$ cat src/rtl/count_tick_ctrl_pkg.sv
// -----------------------------------------------------------------------------
// count_tick_ctrl_pkg
//   Shared definitions for the count/tick controller slice:
//     - default widths for the prescaler period and the burst length
//     - the controller state encoding
//     - a small helper giving the number of ticks in a burst
// -----------------------------------------------------------------------------
package count_tick_ctrl_pkg;

    // Default width of the prescaler period (ticks every period+1 cycles).
    localparam int DIV_W_DEF   = 8;

    // Default width of the burst length (a burst emits burst_len+1 ticks).
    localparam int BURST_W_DEF = 4;

    // Controller states. The numeric encoding is fixed so that it can be
    // observed and compared against other tools in the flow.
    typedef enum logic [1:0] {
        ST_IDLE  = 2'd0,
        ST_CLEAR = 2'd1,
        ST_RUN   = 2'd2,
        ST_DONE  = 2'd3
    } state_t;

    // True for the states in which the controller reports itself busy.
    function automatic logic state_is_busy(input state_t s);
        return (s == ST_CLEAR) || (s == ST_RUN);
    endfunction

endpackage : count_tick_ctrl_pkg

$ cat src/rtl/count_tick_ctrl_prescaler.sv
// -----------------------------------------------------------------------------
// tick_prescaler
//   Free-running divide-by-(period+1) counter used by count_tick_ctrl.
//   While en is low the count is held at zero, so the first terminal count
//   after en rises arrives exactly period+1 enabled cycles later.
//
// Ports
//   clk     in   rising-edge clock
//   rst     in   synchronous, active-low reset
//   en      in   count enable; low clears the count
//   period  in   terminal value; tc fires when the count equals it
//   tc      out  terminal count (combinational, qualified by en)
// -----------------------------------------------------------------------------
module tick_prescaler
    import count_tick_ctrl_pkg::*;
#(
    parameter int DIV_W = DIV_W_DEF
) (
    input  logic             clk,
    input  logic             rst,
    input  logic             en,
    input  logic [DIV_W-1:0] period,
    output logic             tc
);

    logic [DIV_W-1:0] count;

    // Terminal count. With period=0 this is high on every enabled cycle.
    assign tc = en && (count == period);

    // NOTE: sequential state is assigned with non-blocking (<=) so every
    // register samples the pre-edge values of its inputs, independent of the
    // order in which always blocks are evaluated.
    always_ff @(posedge clk) begin
        if (!rst) begin
            count <= '0;
        end else if (!en || tc) begin
            // Reload on terminal count; also covers period=all-ones, where the
            // count would otherwise wrap naturally.
            count <= '0;
        end else begin
            count <= count + DIV_W'(1);
        end
    end

endmodule : tick_prescaler

$ cat src/rtl/count_tick_ctrl.sv
// -----------------------------------------------------------------------------
// count_tick_ctrl
//   Controller that drives a downstream up-counter with a one-cycle clear
//   pulse (cnt_clr) followed by periodic count-enable pulses (tick).
//
//   A run starts from IDLE on start=1 (with stop=0). The configuration
//   (period, burst_len, single) is captured on that edge and held for the
//   whole run. The controller then spends one cycle in CLEAR (cnt_clr=1)
//   and moves to RUN, where a tick is emitted every period+1 cycles.
//     single=0 : continuous; RUN lasts until stop.
//     single=1 : burst; after burst_len+1 ticks the controller spends one
//                cycle in DONE (done=1) and returns to IDLE.
//   stop in CLEAR or RUN aborts to IDLE without a done pulse.
//
//   All outputs are registered and line up with the state they describe:
//   cnt_clr is high in the CLEAR cycle, busy in CLEAR and RUN, done in the
//   DONE cycle.
//
// Ports
//   clk        in   rising-edge clock
//   rst        in   synchronous, active-low reset
//   start      in   begin a run (sampled only in IDLE)
//   stop       in   abort the run (sampled in CLEAR and RUN)
//   single     in   1 = burst mode, 0 = continuous (latched at start)
//   period     in   tick spacing minus one (latched at start)
//   burst_len  in   ticks per burst minus one (latched at start)
//   cnt_clr    out  one-cycle clear pulse for the downstream counter
//   tick       out  one-cycle count enable for the downstream counter
//   busy       out  high in CLEAR and RUN
//   done       out  one-cycle pulse on burst completion
// -----------------------------------------------------------------------------
module count_tick_ctrl
    import count_tick_ctrl_pkg::*;
#(
    parameter int DIV_W   = DIV_W_DEF,
    parameter int BURST_W = BURST_W_DEF
) (
    input  logic               clk,
    input  logic               rst,
    input  logic               start,
    input  logic               stop,
    input  logic               single,
    input  logic [DIV_W-1:0]   period,
    input  logic [BURST_W-1:0] burst_len,
    output logic               cnt_clr,
    output logic               tick,
    output logic               busy,
    output logic               done
);

    // -------------------------------------------------------------------------
    // Declarations
    // -------------------------------------------------------------------------
    state_t               state;
    state_t               state_nx;

    // Configuration captured at start.
    logic [DIV_W-1:0]     period_l;
    logic [BURST_W-1:0]   burst_len_l;
    logic                 single_l;

    // Ticks emitted in the current burst. One bit wider than burst_len so
    // that burst_len+1 (up to 2**BURST_W) is representable.
    logic [BURST_W:0]     tick_cnt;
    logic [BURST_W:0]     burst_target;
    logic                 burst_full;

    logic                 prescale_en;
    logic                 tc;
    logic                 run_accept;

    // Next values of the registered outputs.
    logic                 cnt_clr_d;
    logic                 tick_d;
    logic                 busy_d;
    logic                 done_d;

    // -------------------------------------------------------------------------
    // Prescaler
    // -------------------------------------------------------------------------
    // Enabled only in RUN, so it sits at zero through IDLE and CLEAR and the
    // first terminal count lands period+1 cycles after RUN is entered.
    assign prescale_en = (state == ST_RUN);

    tick_prescaler #(
        .DIV_W (DIV_W)
    ) u_prescaler (
        .clk    (clk),
        .rst    (rst),
        .en     (prescale_en),
        .period (period_l),
        .tc     (tc)
    );

    // -------------------------------------------------------------------------
    // Burst bookkeeping
    // -------------------------------------------------------------------------
    assign burst_target = {1'b0, burst_len_l} + (BURST_W+1)'(1);

    // The last tick of a burst is registered on the edge that makes tick_cnt
    // reach the target, so burst_full is seen during that tick's cycle. RUN
    // then hands over to DONE and any further terminal count is ignored.
    assign burst_full   = single_l && (tick_cnt == burst_target);

    // A run is accepted only from IDLE and only without a concurrent stop.
    assign run_accept   = (state == ST_IDLE) && start && !stop;

    // -------------------------------------------------------------------------
    // FSM: state register (and registered outputs)
    // -------------------------------------------------------------------------
    always_ff @(posedge clk) begin
        if (!rst) begin
            state   <= ST_IDLE;
            cnt_clr <= 1'b0;
            tick    <= 1'b0;
            busy    <= 1'b0;
            done    <= 1'b0;
        end else begin
            state   <= state_nx;
            cnt_clr <= cnt_clr_d;
            tick    <= tick_d;
            busy    <= busy_d;
            done    <= done_d;
        end
    end

    // -------------------------------------------------------------------------
    // FSM: next-state logic
    // -------------------------------------------------------------------------
    // NOTE: every signal written in an always_comb gets a default at the top,
    // so no path through the case leaves it unassigned and no latch is inferred.
    always_comb begin
        state_nx = state;
        unique case (state)
            ST_IDLE: begin
                if (run_accept) begin
                    state_nx = ST_CLEAR;
                end
            end
            ST_CLEAR: begin
                state_nx = stop ? ST_IDLE : ST_RUN;
            end
            ST_RUN: begin
                if (stop) begin
                    state_nx = ST_IDLE;
                end else if (burst_full) begin
                    state_nx = ST_DONE;
                end
            end
            ST_DONE: begin
                state_nx = ST_IDLE;
            end
            default: begin
                state_nx = ST_IDLE;
            end
        endcase
    end

    // -------------------------------------------------------------------------
    // FSM: output logic (values registered on the next edge)
    // -------------------------------------------------------------------------
    // cnt_clr/busy/done follow the state being entered, so the registered
    // outputs describe the state of the same cycle. tick follows the terminal
    // count; stop suppresses it, and it can only arise in RUN, which keeps it
    // disjoint from cnt_clr (asserted only for CLEAR).
    always_comb begin
        cnt_clr_d = (state_nx == ST_CLEAR);
        busy_d    = state_is_busy(state_nx);
        done_d    = (state_nx == ST_DONE);
        tick_d    = 1'b0;
        if ((state == ST_RUN) && !stop && !burst_full && tc) begin
            tick_d = 1'b1;
        end
    end

    // -------------------------------------------------------------------------
    // Configuration capture and tick counter
    // -------------------------------------------------------------------------
    always_ff @(posedge clk) begin
        if (!rst) begin
            period_l    <= '0;
            burst_len_l <= '0;
            single_l    <= 1'b0;
        end else if (run_accept) begin
            period_l    <= period;
            burst_len_l <= burst_len;
            single_l    <= single;
        end
    end

    always_ff @(posedge clk) begin
        if (!rst) begin
            tick_cnt <= '0;
        end else if (state == ST_CLEAR) begin
            tick_cnt <= '0;
        end else if (tick_d && single_l) begin
            // Only bursts need the count; continuous runs leave it alone so
            // it cannot wrap during an arbitrarily long run.
            tick_cnt <= tick_cnt + (BURST_W+1)'(1);
        end
    end

endmodule : count_tick_ctrl

$ cat config.mk
export PLATFORM = sky130hd
export DESIGN_NAME = count_tick_ctrl
export DESIGN_NICKNAME = d
export VERILOG_FILES = /design/src/rtl/count_tick_ctrl_pkg.sv /design/src/rtl/count_tick_ctrl_prescaler.sv /design/src/rtl/count_tick_ctrl.sv
export SDC_FILE = /design/constraint.sdc
export NUM_CORES = 1
export LEC_CHECK = 0
export CORE_ASPECT_RATIO = 0.6
export CORE_MARGIN = 8
export CORE_UTILIZATION = 53
export CTS_BUF_LIST = sky130_fd_sc_hd__clkbuf_4 sky130_fd_sc_hd__clkbuf_8 sky130_fd_sc_hd__clkbuf_16
export DETAILED_ROUTE_END_ITERATION = 16
export PLACE_DENSITY_LB_ADDON = 0.2
export SLEW_MARGIN = 20
export SYNTH_ARGS = -nofsm -noshare
export SYNTH_HDL_FRONTEND = slang
export SYNTH_HIERARCHICAL = 1
export SYNTH_SLANG_ARGS = --single-unit
$ cat constraint.sdc
create_clock -name clk -period 2.2 [get_ports clk]
set_input_delay 0.66 -clock clk [delete_from_list [all_inputs] [get_ports clk]]
set_output_delay 0.66 -clock clk [all_outputs]
set_load 0.01 [all_outputs]
======== Word level (Yosys, flattened, before mapping) ========
Cells that the tools add are included.
storage, ports and cells
  bits in registers ....................... 32
  memory bits (read-only) ................. 0
  memories kept ........................... 0
  bits in latches ......................... 0
  input bits .............................. 17
  logic and storage cells ................. 44
  output and inout bits ................... 4
  RAM bits ................................ 0
cells by class
  divide/modulo/power cells ............... 0
  $mul .................................... 0
  eq/ne operators ......................... 8
  mux-type cells .......................... 6
  shift-type cells ........................ 0
  $lt $le $gt $ge ......................... 0
  $add $sub $neg .......................... 3
  bitwise logic cells ..................... 1
  reduce and logical (&&, ||, !) cells .... 16
operator list
  kind                                                                    number
  8-bit by 1-bit adder with 8-bit output (second input constant)          1
  2-bit equality test (second input constant)                             4
  8-bit equality test                                                     1
  1-bit logical AND                                                       8
  2-bit 2-to-1 mux                                                        4
  2-bit one-hot mux with 4 select lines                                   1
  4-bit by 1-bit adder with 5-bit output (second input constant)          1
  5-bit by 1-bit adder with 5-bit output (second input constant)          1
  5-bit equality test                                                     1
  2-bit by 1-bit equality test with 1-bit output (second input constant)  2
  2-bit OR reduction                                                      2
  1-bit zero test                                                         3
  2-bit zero test                                                         1
  1-bit logical OR                                                        2
  1-bit 2-to-1 mux                                                        1
  1-bit inverter                                                          1

======== Logic depth before layout (Yosys ltp) ========
Gate-level depths: netlist of run 1.
  depth in word-level cells ............... 8
  gate-level depth with buffers ........... 8
  gate-level depth less buffers ........... 8

======== By module ========
Netlist of run 1, hierarchy kept.
modules (own cells, without submodules)
  module           sequential area each (um2)  area each (um2)  cells an instance  instances
  count_tick_ctrl  480.5                       1,084.8          129                1
  tick_prescaler   160.2                       470.5            46                 1

======== Worst setup path after synthesis of run 1 ========
Ideal clock, no wire load.
  kind .................................... flip-flop to flip-flop
  start ................................... register u_prescaler.count[2]
  end ..................................... register tick_cnt[0]
  path slack .............................. 279 ps
  period minus slack after synthesis ...... 1,921 ps
  library setup time ...................... 72 ps
  buffers on the path ..................... 1
  arrival time ............................ 1,849 ps
  stages on the path, launching flop included .. 9
  required time ........................... 2,128 ps
  cells stage by stage .................... dfxtp_1 buf_6 xor2_2 nor4_4 and3_1 and3_1 nand2_1 a21oi_1 mux2i_1
between the ends
  cells in the longest elaborated chain, start to end .. 5
RTL lines
  element                   line                             RTL
  start: declaration        count_tick_ctrl_prescaler.sv:26  logic [DIV_W-1:0] count;
  start signal: assignment  count_tick_ctrl_prescaler.sv:42  count <= count + DIV_W'(1);
  8-bit equality test       count_tick_ctrl_prescaler.sv:29  assign tc = en && (count == period);
  1-bit logical AND         count_tick_ctrl_prescaler.sv:29
  named net tc              count_tick_ctrl.sv:69            logic tc;
  1-bit logical AND         count_tick_ctrl.sv:171           if ((state == ST_RUN) && !stop && !burst_full && tc) begin
  1-bit 2-to-1 mux          count_tick_ctrl.sv:171
  1-bit logical AND         count_tick_ctrl.sv:196           end else if (tick_d && single_l) begin
  end signal: assignment    count_tick_ctrl.sv:199           tick_cnt <= tick_cnt + (BURST_W+1)'(1);
  end: declaration          count_tick_ctrl.sv:64            logic [BURST_W:0] tick_cnt;
The timed path passes the listed nets, and every way through them passes these cells.
A chain may end at the register's enable or synchronous reset.

======== Worst setup path in the final report of run 1 ========
  start ................................... register burst_len_l[0]
  end ..................................... register busy
between the ends
  cells in the longest elaborated chain, start to end .. 8
  elaborated cells on any way between the ends .. 9
  those cells by class .................... add/sub: 1; eq/ne: 3; mux: 3; reduce/logical: 2
RTL lines
  element                                                                                       line                       RTL
  start: declaration                                                                            count_tick_ctrl.sv:59      logic [BURST_W-1:0] burst_len_l;
  start signal: assignment                                                                      count_tick_ctrl.sv:186     burst_len_l <= burst_len;
  4-bit by 1-bit adder with 5-bit output (*)                                                    count_tick_ctrl.sv:98      assign burst_target = {1'b0, burst_len_l} + (BURST_W+1)'(1);
  5-bit equality test (*)                                                                       count_tick_ctrl.sv:103     assign burst_full = single_l && (tick_cnt == burst_target);
  1-bit logical AND (*)                                                                         count_tick_ctrl.sv:103
  2-bit 2-to-1 mux (*)                                                                          count_tick_ctrl.sv:146     end else if (burst_full) begin
  2-bit 2-to-1 mux (*)                                                                          count_tick_ctrl.sv:144     if (stop) begin
  2-bit one-hot mux with 4 select lines (*)                                                     count_tick_ctrl.sv:134     unique case (state)
  named net state_nx[0]                                                                         count_tick_ctrl.sv:55      state_t state_nx;
  2-bit by 1-bit equality test with 1-bit output / 2-bit equality test (equally long branches)  count_tick_ctrl_pkg.sv:27  return (s == ST_CLEAR) || (s == ST_RUN);
  1-bit logical OR (*)                                                                          count_tick_ctrl_pkg.sv:27
  end signal: assignment                                                                        count_tick_ctrl.sv:122     busy <= busy_d;
  end: declaration                                                                              count_tick_ctrl.sv:47      output logic busy,
The timed path passes the listed nets; every way through them passes the cells marked *.

==> impl_metrics.yaml, run 1 <==
outcome:
  result_of_the_run: "finished, final reports clean"
timing:
  clock-skew-final_ps: 9.09
  min_period_ps: 2030
  slew_viol_final: 0
  hold_viol_final: 0
  relative_max_transition_margin: 0.689
  fmax_mhz: 493
  period_share: 0.921
  setup_violation_total_in_the_final_timing_report: 0
  grt_setup_unrepaired: "no"
  tightestPinTransition_ps: 465
clock_tree:
  post-cts-setup-buffer-count: 0
  clk_transition_reported_paths_ps: 70
  cts_made_buffers: 5
  clockRootBuffer: "clkbuf_8"
  cts.path.max_buffers: 2
  clk_latency_ps: 290
  tritoncts: "yes"
  clock_sinks: 32
  cts_hold_buf: 0
  htreeDepth: 2
detailed_routing:
  num_vias: 1337
  post_drt_via_cell_ratio: 5.35
  detailedRoute.firstIterationViolations: 79
  drt-wirelength-per-cell_um: 14.5
  totalWireLength_mm: 3.62
  drc_errors: 0
  antenna_left: 0
  firstDrtPassIters: 4
final_layout:
  synthToLayoutAreaGrowth_pct: 27.3
  mostFrequentLayoutCell: "nand2_1"
  antenna_cells_inserted: 0
  final_nets: 228
  post_layout_nonfiller_instances: 250
  layout_common_cells: "nand2_1, dfxtp_1, clkdlybuf4s50_1"
  final_layout_size_suffix_gt1_frac: 0.106
grt:
  globalRouteOverflowTotal: 0
  grt_pass1_vias: 1304
  antenna_found_initial: 0
  grt_usage: 0.160
  grt_max_degree: 14
  grt_pass1_wl_mm: 6.09
logic_synthesis:
  synth_warnings: 6
  synth_async_sr_flop_share: 0
  post-synth-top-area-cell: "dfxtp_1"
  synth.yosys.seq_area_share: 0.412
  synth-seq-cells: 32
  synthesis.area_per_instance_um2: 8.89
  netlist.area_leader.share: 0.412
  synth_ff_type: "dfxtp_1"
  postSynthNetCount: 196
  synth_cell_types: 31
  synth-edff-count: 0
  synth.top_cells.by_area: "dfxtp_1, nand2_1, a21boi_0"
  mappedNetlistArea_um2: 1560
  synth_cells: 175
floorplan:
  dieHeight_um: 58.0
  initial_util: 0.549
  ios: 21
  floorplan.rows: 15
  dieArea_um2: 4980
  die_outline_width_um: 85.9
  core_area_um2: 2830
place:
  place.detailed.instances: 242
  port_buffers: 20
  routability_congestion_estimate_from_global_placement: 0.876
  place.detailed.hpwl_mm: 2.69
setup_path:
  critical-path-max-stage-delay_ps: 460
  crit_path_top_delay_cell: "or4_1"
  r2r-start: "burst_len_l[0]"
  critPathArrivalTime_ps: 2260
  path_class: "flip-flop to flip-flop"
  cp.required_ps: 2430
  cp-end-kind: "flip-flop"
  ff2ff_setup_slack_ps: 170
  crit_path_start: "burst_len_l[0]"
  critPathMaxFanout: 4
  path_cells: "ha_1 > nor2b_1 > or4_1 > nand3_1 > a31oi_1 > nor3_1 > ha_1 > nor2b_1"
  critPathLaunchType: "flip-flop"
power:
  cellLeakagePower_nw: 0.773
  post-layout-total-power_w: 0.00132
  vdd.ir_drop.worst_v: 0.000395
  powerDensity_nw_per_um2: 665
worst_hold_path:
  holdCritPathClass: "flip-flop to flip-flop"
  hold_path_startpoint: "period_l[4]"
run:
  timing.max_cap.violations: 0
==> sequential cells by signal, indices dropped and copies added, names as in the netlist <==
signal,flops
period_l,8
u_prescaler/count,8
tick_cnt,5
burst_len_l,4
state,2
busy,1
cnt_clr,1
done,1
single_l,1
tick,1
==> report_power, final <==
group	leakage (nW)	switching (W)	internal, W
sequential	0.260	0.0000133	0.000594
combinational	0.454	0.0000672	0.0000760
clock	0.0586	0.000218	0.000348
total	0.773	0.000298	0.00102
==> cell type report <==
cell class	instances	area, um2
multi-input combinational	136	883
fill	235	855
sequential	32	641
timing repair buffer	29	280
clock buffer	6	76.3
tap	42	52.6
clock inverter	2	35.0
inverter	3	11.3
==> through the flow <==
| stage | worst slack [ps] | hold WS [ps] | instance area (um2) | TNS [ps] | util |
|---|---|---|---|---|---|
| after floorplan | 279 | 455 | 1560 | 0 | - |
| after global placement | 59.3 | 464 | 1870 | 0 | 0.658 |
| after CTS | 173 | 482 | 1980 | 0 | 0.698 |
| after detailed placement | -69.2 | 473 | 1870 | -145 | 0.658 |
| final | 173 | 477 | 1980 | 0 | 0.698 |
| after global routing | 54.5 | 508 | 1980 | 0 | 0.698 |
==> what timing repair did <==
action                                  in CTS  in global routing
endpoints found under the setup margin       0                  1
gates resized for setup                      0                  1
endpoints found under the hold margin        0                  0
==> cells by family after synthesis <==
group	after synthesis	synth area share
AOI/OAI and AO/OA	34	0.153
muxes	5	0.0322
DFF	32	0.412
adders and majority gates	4	0.0322
xor gates and xnor gates	15	0.0893
buffers and inverters	7	0.0217
and+or+nand+nor	78	0.260
==> path summary, 6_finish.rpt <==
check	end	depth (start not counted)
worst min register to register	period_l[4]	2
worst max-delay path	busy	8
worst max register to register	busy	8
worst min-delay path	period_l[4]	2
==> routing by layer <==
layer	part of all wire	global-route usage	up-vias
met5	0	0	-
met4	0.025	0.0990	0
met3	0.077	0.0493	11
met2	0.40	0.221	51
met1	0.50	0.212	604
li1	-	-	671
==> critical path: cells and delay by family (launching register included) <==
family | cells | cell delay (ps)
AND/OR/NAND/NOR | 5 | 960
adder cells (fa/ha/maj) | 2 | 480
flip-flops | 1 | 400
AO/OA/AOI/OAI | 1 | 150
==> Yosys cell counts (5+ instances only) <==
cell type,number
a211oi_1,5
xor2_1,11
o21ai_0,5
nor2b_1,5
a21oi_1,5
nand2_1,40
mux2i_1,5
dfxtp_1,32
a21boi_0,13
nand3_1,6
Note: power is estimated with default switching activity, not from simulation.
==> run 2, diff against run 1 <==
--- a/config.mk
+++ b/config.mk
@@ -7,7 +7,7 @@
 export LEC_CHECK = 0
 export CORE_ASPECT_RATIO = 0.6
 export CORE_MARGIN = 8
-export CORE_UTILIZATION = 53
+export CORE_UTILIZATION = 58
 export CTS_BUF_LIST = sky130_fd_sc_hd__clkbuf_4 sky130_fd_sc_hd__clkbuf_8 sky130_fd_sc_hd__clkbuf_16
 export DETAILED_ROUTE_END_ITERATION = 16
 export PLACE_DENSITY_LB_ADDON = 0.2
==> constraint.sdc (replaced) <==
create_clock -name clk -period 2.6 [get_ports clk]
set_input_delay 0.78 -clock clk [delete_from_list [all_inputs] [get_ports clk]]
set_output_delay 0.78 -clock clk [all_outputs]
set_load 0.01 [all_outputs]
==> run 2 against run 1 <==
Utilization increased by 5.5 points. Clock power decreased by 29%. Worst setup slack improved by 250 ps. Maximum frequency decreased by 6.8%. Final cell count decreased by 6.0%. Via count shrank 1.9%. Global-route usage shrank 0.086 points. Clock skew shrank 5.6 ps. Sequential cell count stayed put. Sequential share of layout area increased by 1.3 points. Power shrank 22%. Largest power group unchanged.
==> impl_metrics.yaml, run 2 (synthesis results as in run 1) <==
timing:
  setup_violation_total_in_the_final_timing_report: 0
  hold_viol_final: 0
  relative_max_transition_margin: 0.679
  finalSetupTns_ps: 0
  timing.hold.ws_ps: 474
  tightestPinTransition_ps: 481
  clock-skew-final_ps: 3.47
  fmax_mhz: 460
  slew_viol_final: 0
  period_share: 0.836
  final_setup_margin_ps: 425
  min_period_ps: 2170
  grt_setup_unrepaired: "no"
setup_path:
  cp-end-kind: "flip-flop"
  crit_path_start: "burst_len_l[0]"
  ff2ff_setup_slack_ps: 430
  timing.critical_path.depth: 8
  critPathMaxFanout: 6
  ff2ff_path_depth: 8
  regToRegEndpoint: "busy"
  path_class: "flip-flop to flip-flop"
  path_delay_family: "simple AND/OR/NAND/NOR gates"
  worstPathBufferInverterCount: 0
  r2r-start: "burst_len_l[0]"
  cp.required_ps: 2810
  path_cells: "ha_1 > nor2b_1 > or4_1 > nand3_1 > a31oi_1 > nor3_1 > ha_1 > nor2b_1"
  critPathLaunchType: "flip-flop"
  critPathArrivalTime_ps: 2390
  critical-path-max-stage-delay_ps: 460
  crit_path_top_delay_cell: "or4_1"
  critPathCapture: "busy"
floorplan:
  floorplan.rows: 14
  die_outline_width_um: 82.9
  dieHeight_um: 56.1
  core_area_um2: 2520
  initial_util: 0.617
  dieArea_um2: 4650
  ios: 21
grt:
  groute.layer.met1.usage: 0.200
  grt_pass1_wl_mm: 6.00
  global_route.usage.met3: 0.0526
  globalRouteOverflowTotal: 0
  grt_use_met2: 0.243
  antenna_found_initial: 0
  grt_usage: 0.159
  gr-max-usage-layer: "met2"
  grt_pass1_vias: 1278
  grt_max_degree: 14
detailed_routing:
  antenna_left: 0
  totalWireLength_mm: 3.56
  num_vias: 1311
  drt-wirelength-per-cell_um: 15.2
  detailedRoute.firstIterationViolations: 97
  firstDrtPassIters: 4
  drc_errors: 0
  post_drt_via_cell_ratio: 5.58
place:
  port_buffers: 20
  routability_congestion_estimate_from_global_placement: 0.872
  preCtsSetupSlack_ps: 238
  place.detailed.hpwl_mm: 2.64
  placed_area_um2: 1800
final_layout:
  final_layout_size_suffix_gt1_frac: 0.0788
  antenna_cells_inserted: 0
  stdcell_area_um2: 1900
  synthToLayoutAreaGrowth_pct: 22.2
  fillerInstances: 187
  final_nets: 223
  mostFrequentLayoutCell: "nand2_1"
  biggestRegsByFlops: "period_l: 8 flops, u_prescaler/count: 8 flops, tick_cnt: 5 flops"
  layout_common_cells: "nand2_1, dfxtp_1, clkdlybuf4s50_1"
clock_tree:
  htreeDepth: 2
  cts_hold_buf: 0
  clock_sinks: 32
  cts_made_buffers: 5
  cts.path.max_buffers: 2
  clockRootBuffer: "clkbuf_8"
  post-cts-setup-buffer-count: 0
  tritoncts: "yes"
  clk_transition_reported_paths_ps: 60
  cts.repair.resized: 0
  clk_latency_ps: 280
worst_hold_path:
  holdCritPathClass: "flip-flop to flip-flop"
power:
  powerDensity_nw_per_um2: 543
  cellLeakagePower_nw: 0.737
  vdd.ir_drop.worst_v: 0.000355
outcome:
  result_of_the_run: "finished, final reports clean"
run:
  timing.max_cap.violations: 0
==> run 2: cell type report <==
class	count	area [um2]	area share
Inverter	3	11.3	0.00592
Sequential cell	32	641	0.337
Clock buffer	8	97.6	0.0513
Timing Repair Buffer	24	230	0.121
Multi-Input combinational cell	136	881	0.463
Tap cell	32	40.0	0.0211
==> run 2: how the worst min path moves through the flow <==
stage / slack, ps / endpoint / start / cells past startpoint
2_1_floorplan: 460 / period_l[0] / period_l[0] / 2
3_3_place_gp: 460 / period_l[6] / period_l[6] / 2
3_5_place_dp: 470 / period_l[4] / period_l[4] / 2
4_1_cts: 480 / period_l[4] / period_l[4] / 2
5_1_grt: 490 / period_l[4] / period_l[4] / 2
6_report: 470 / period_l[4] / period_l[4] / 2
==> run 2: layer usage <==
| metal | wire, um | vias up | part of all wire |
|---|---|---|---|
| li1 | - | 660 | - |
| met1 | 1720 | 602 | 0.48 |
| met2 | 1570 | 44 | 0.44 |
| met3 | 227 | 5 | 0.064 |
| met4 | 46 | 0 | 0.013 |
| met5 | 0 | - | 0 |
==> run 2: worst min-delay path: stages (launching register included) <==
cell	delay, ps
dfxtp_1	320
nand2_1	50
a21boi_0	60
==> run 2: through the flow <==
| step | cells | power, W | utilization |
|---|---|---|---|
| floorplan | 175 | 0.000583 | - |
| global placement | 227 | 0.000632 | 0.715 |
| detailed placement | 227 | 0.000636 | 0.715 |
| CTS | 235 | 0.00104 | 0.753 |
| global route | 235 | 0.00107 | 0.753 |
| finish | 235 | 0.00103 | 0.753 |
==> run 2: power breakdown <==
group          total (W)  switching [W]  internal (W)
registers       0.000514      0.0000108      0.000503
clock network   0.000403       0.000166      0.000236
logic           0.000114      0.0000557     0.0000587
total            0.00103       0.000233      0.000798
==> run 3, diff against run 2 <==
--- a/config.mk
+++ b/config.mk
@@ -7,7 +7,7 @@
 export LEC_CHECK = 0
 export CORE_ASPECT_RATIO = 0.6
 export CORE_MARGIN = 8
-export CORE_UTILIZATION = 58
+export CORE_UTILIZATION = 48
 export CTS_BUF_LIST = sky130_fd_sc_hd__clkbuf_4 sky130_fd_sc_hd__clkbuf_8 sky130_fd_sc_hd__clkbuf_16
 export DETAILED_ROUTE_END_ITERATION = 16
 export PLACE_DENSITY_LB_ADDON = 0.2
==> constraint.sdc (replaced) <==
create_clock -name clk -period 1.7 [get_ports clk]
set_input_delay 0.51 -clock clk [delete_from_list [all_inputs] [get_ports clk]]
set_output_delay 0.51 -clock clk [all_outputs]
set_load 0.01 [all_outputs]
==> run 3 against run 2 <==
The flow now finishes with violations (setup timing). Sequential share of layout area shrank 4.5 points. Power grew 56%. Wire length is 2.8% higher. Clock-buffer cell count is 2 lower. Die area grew 16%. Combinational power increased by 86%. Register-to-register slack got worse by 480 ps. Critical path type unchanged. Largest power group unchanged. Highest routed layer unchanged.
==> impl_metrics.yaml, run 3 (synthesis results as in run 1) <==
floorplan:
  dieArea_um2: 5380
  ios: 21
  initial_util: 0.489
  dieHeight_um: 60.1
  core_area_um2: 3180
  die_outline_width_um: 89.5
  floorplan.rows: 16
final_layout:
  final_core_util: 0.699
  antenna_cells_inserted: 0
  mostFrequentLayoutCell: "nand2_1"
  biggestRegsByFlops: "period_l: 8 flops, u_prescaler/count: 8 flops, tick_cnt: 5 flops"
  final_nets: 247
  layout_common_cells: "nand2_1, buf_4, dfxtp_1"
  synthToLayoutAreaGrowth_pct: 43.0
  fillerInstances: 239
  final_layout_size_suffix_gt1_frac: 0.269
timing:
  tightestPinTransition_ps: 314
  finalSetupTns_ps: -238
  clock-skew-final_ps: 8.60
  min_period_ps: 1760
  hold_viol_final: 0
  final_setup_margin_ps: -57.0
  relative_max_transition_margin: 0.790
  fmax_mhz: 569
  slew_viol_final: 0
  setup_violation_total_in_the_final_timing_report: 6
  grt_setup_unrepaired: "yes"
  period_share: 1.03
run:
  timing.max_cap.violations: 0
clock_tree:
  cts.path.max_buffers: 2
  cts_made_buffers: 5
  htreeDepth: 2
  clockRootBuffer: "clkbuf_8"
  tritoncts: "yes"
  clk_latency_ps: 290
  clock_sinks: 32
  clk_transition_reported_paths_ps: 70
detailed_routing:
  num_vias: 1374
  post_drt_via_cell_ratio: 5.05
  detailedRoute.firstIterationViolations: 49
  drt-wirelength-per-cell_um: 13.5
  antenna_left: 0
  firstDrtPassIters: 4
  drc_errors: 0
  totalWireLength_mm: 3.66
place:
  port_buffers: 20
  routability_congestion_estimate_from_global_placement: 0.860
  place.detailed.hpwl_mm: 2.78
power:
  vdd.ir_drop.worst_v: 0.000389
  powerDensity_nw_per_um2: 721
  post-layout-total-power_w: 0.00160
  cellLeakagePower_nw: 0.884
grt:
  globalRouteOverflowTotal: 0
  grt_max_degree: 14
  grt_usage: 0.153
  grt_pass1_wl_mm: 6.13
  grt_pass1_vias: 1396
  antenna_found_initial: 0
setup_path:
  cp-end-kind: "flip-flop"
  critPathMaxFanout: 5
  critPathArrivalTime_ps: 1980
  critPathLaunchType: "flip-flop"
  cp.required_ps: 1920
  path_class: "flip-flop to flip-flop"
outcome:
  violations_in_the_final_reports: "setup timing"
  result_of_the_run: "finished, violations left"
worst_hold_path:
  holdCritPathClass: "flip-flop to flip-flop"
==> run 3: cell types whose count changed in the layout (fill, tap and decap cells not counted), sizes merged <==
cell	before	now
clkinv	0	2
buf	4	28
clkbuf	8	6
==> run 3: critical path: stages (launching register included) <==
cell and delay [ps]:
dfxtp_2 330, xor2_2 190, nor4_4 310, and3_1 200
and3_4 220, nand4_1 110, a21oi_2 140, mux2i_1 190
==> run 3: layout make-up <==
type / instances / area [um2] / share of cell area
clock buffers: 6 / 82.6 / 0.0371
clock inverters: 2 / 10.0 / 0.00450
inverters: 3 / 11.3 / 0.00506
multi-input cells: 136 / 991 / 0.445
flip-flops and latches: 32 / 651 / 0.292
well taps: 45 / 56.3 / 0.0253
repair buffers: 48 / 423 / 0.190
==> run 3: path summary, 6_finish.rpt <==
check | from | endpoint | slack (ps) | cells after the start
setup / recovery | u_prescaler/count[7] | tick_cnt[3] | -60 | 7
hold / removal | period_l[6] | period_l[6] | 480 | 2
setup reg to reg | u_prescaler/count[7] | tick_cnt[3] | -60 | 7
hold reg to reg | period_l[6] | period_l[6] | 480 | 2
==> run 3: where the power goes <==
group / total (W) / switching (W) / internal (W)
logic: 0.000212 / 0.0000965 / 0.000115
clock network: 0.000608 / 0.000285 / 0.000323
registers: 0.000784 / 0.0000159 / 0.000768
==> run 3: timing repair <==
action,CTS,global route
gates resized for setup,10,7
setup buffers,0,2
hold buffers,0,0
hold endpoints to repair,0,0
pin swaps,7,1
setup endpoints to repair,7,8
==> run 3: metrics by stage <==
step	cell area, um2	worst slack [ps]	hold slack (ps)	std cells
after floorplan	1610	-143	455	175
after detailed placement	2050	-247	473	262
after CTS	2180	-105	483	270
after global placement	2050	-200	467	262
after global routing	2220	-188	515	272
final	2220	-57.0	481	272
==> run 3: layer usage <==
metal  wire length (um)  global-route usage
met5                  0                   0
met4                 76               0.101
met2               1600               0.230
met1               1770               0.187
met3                214              0.0453
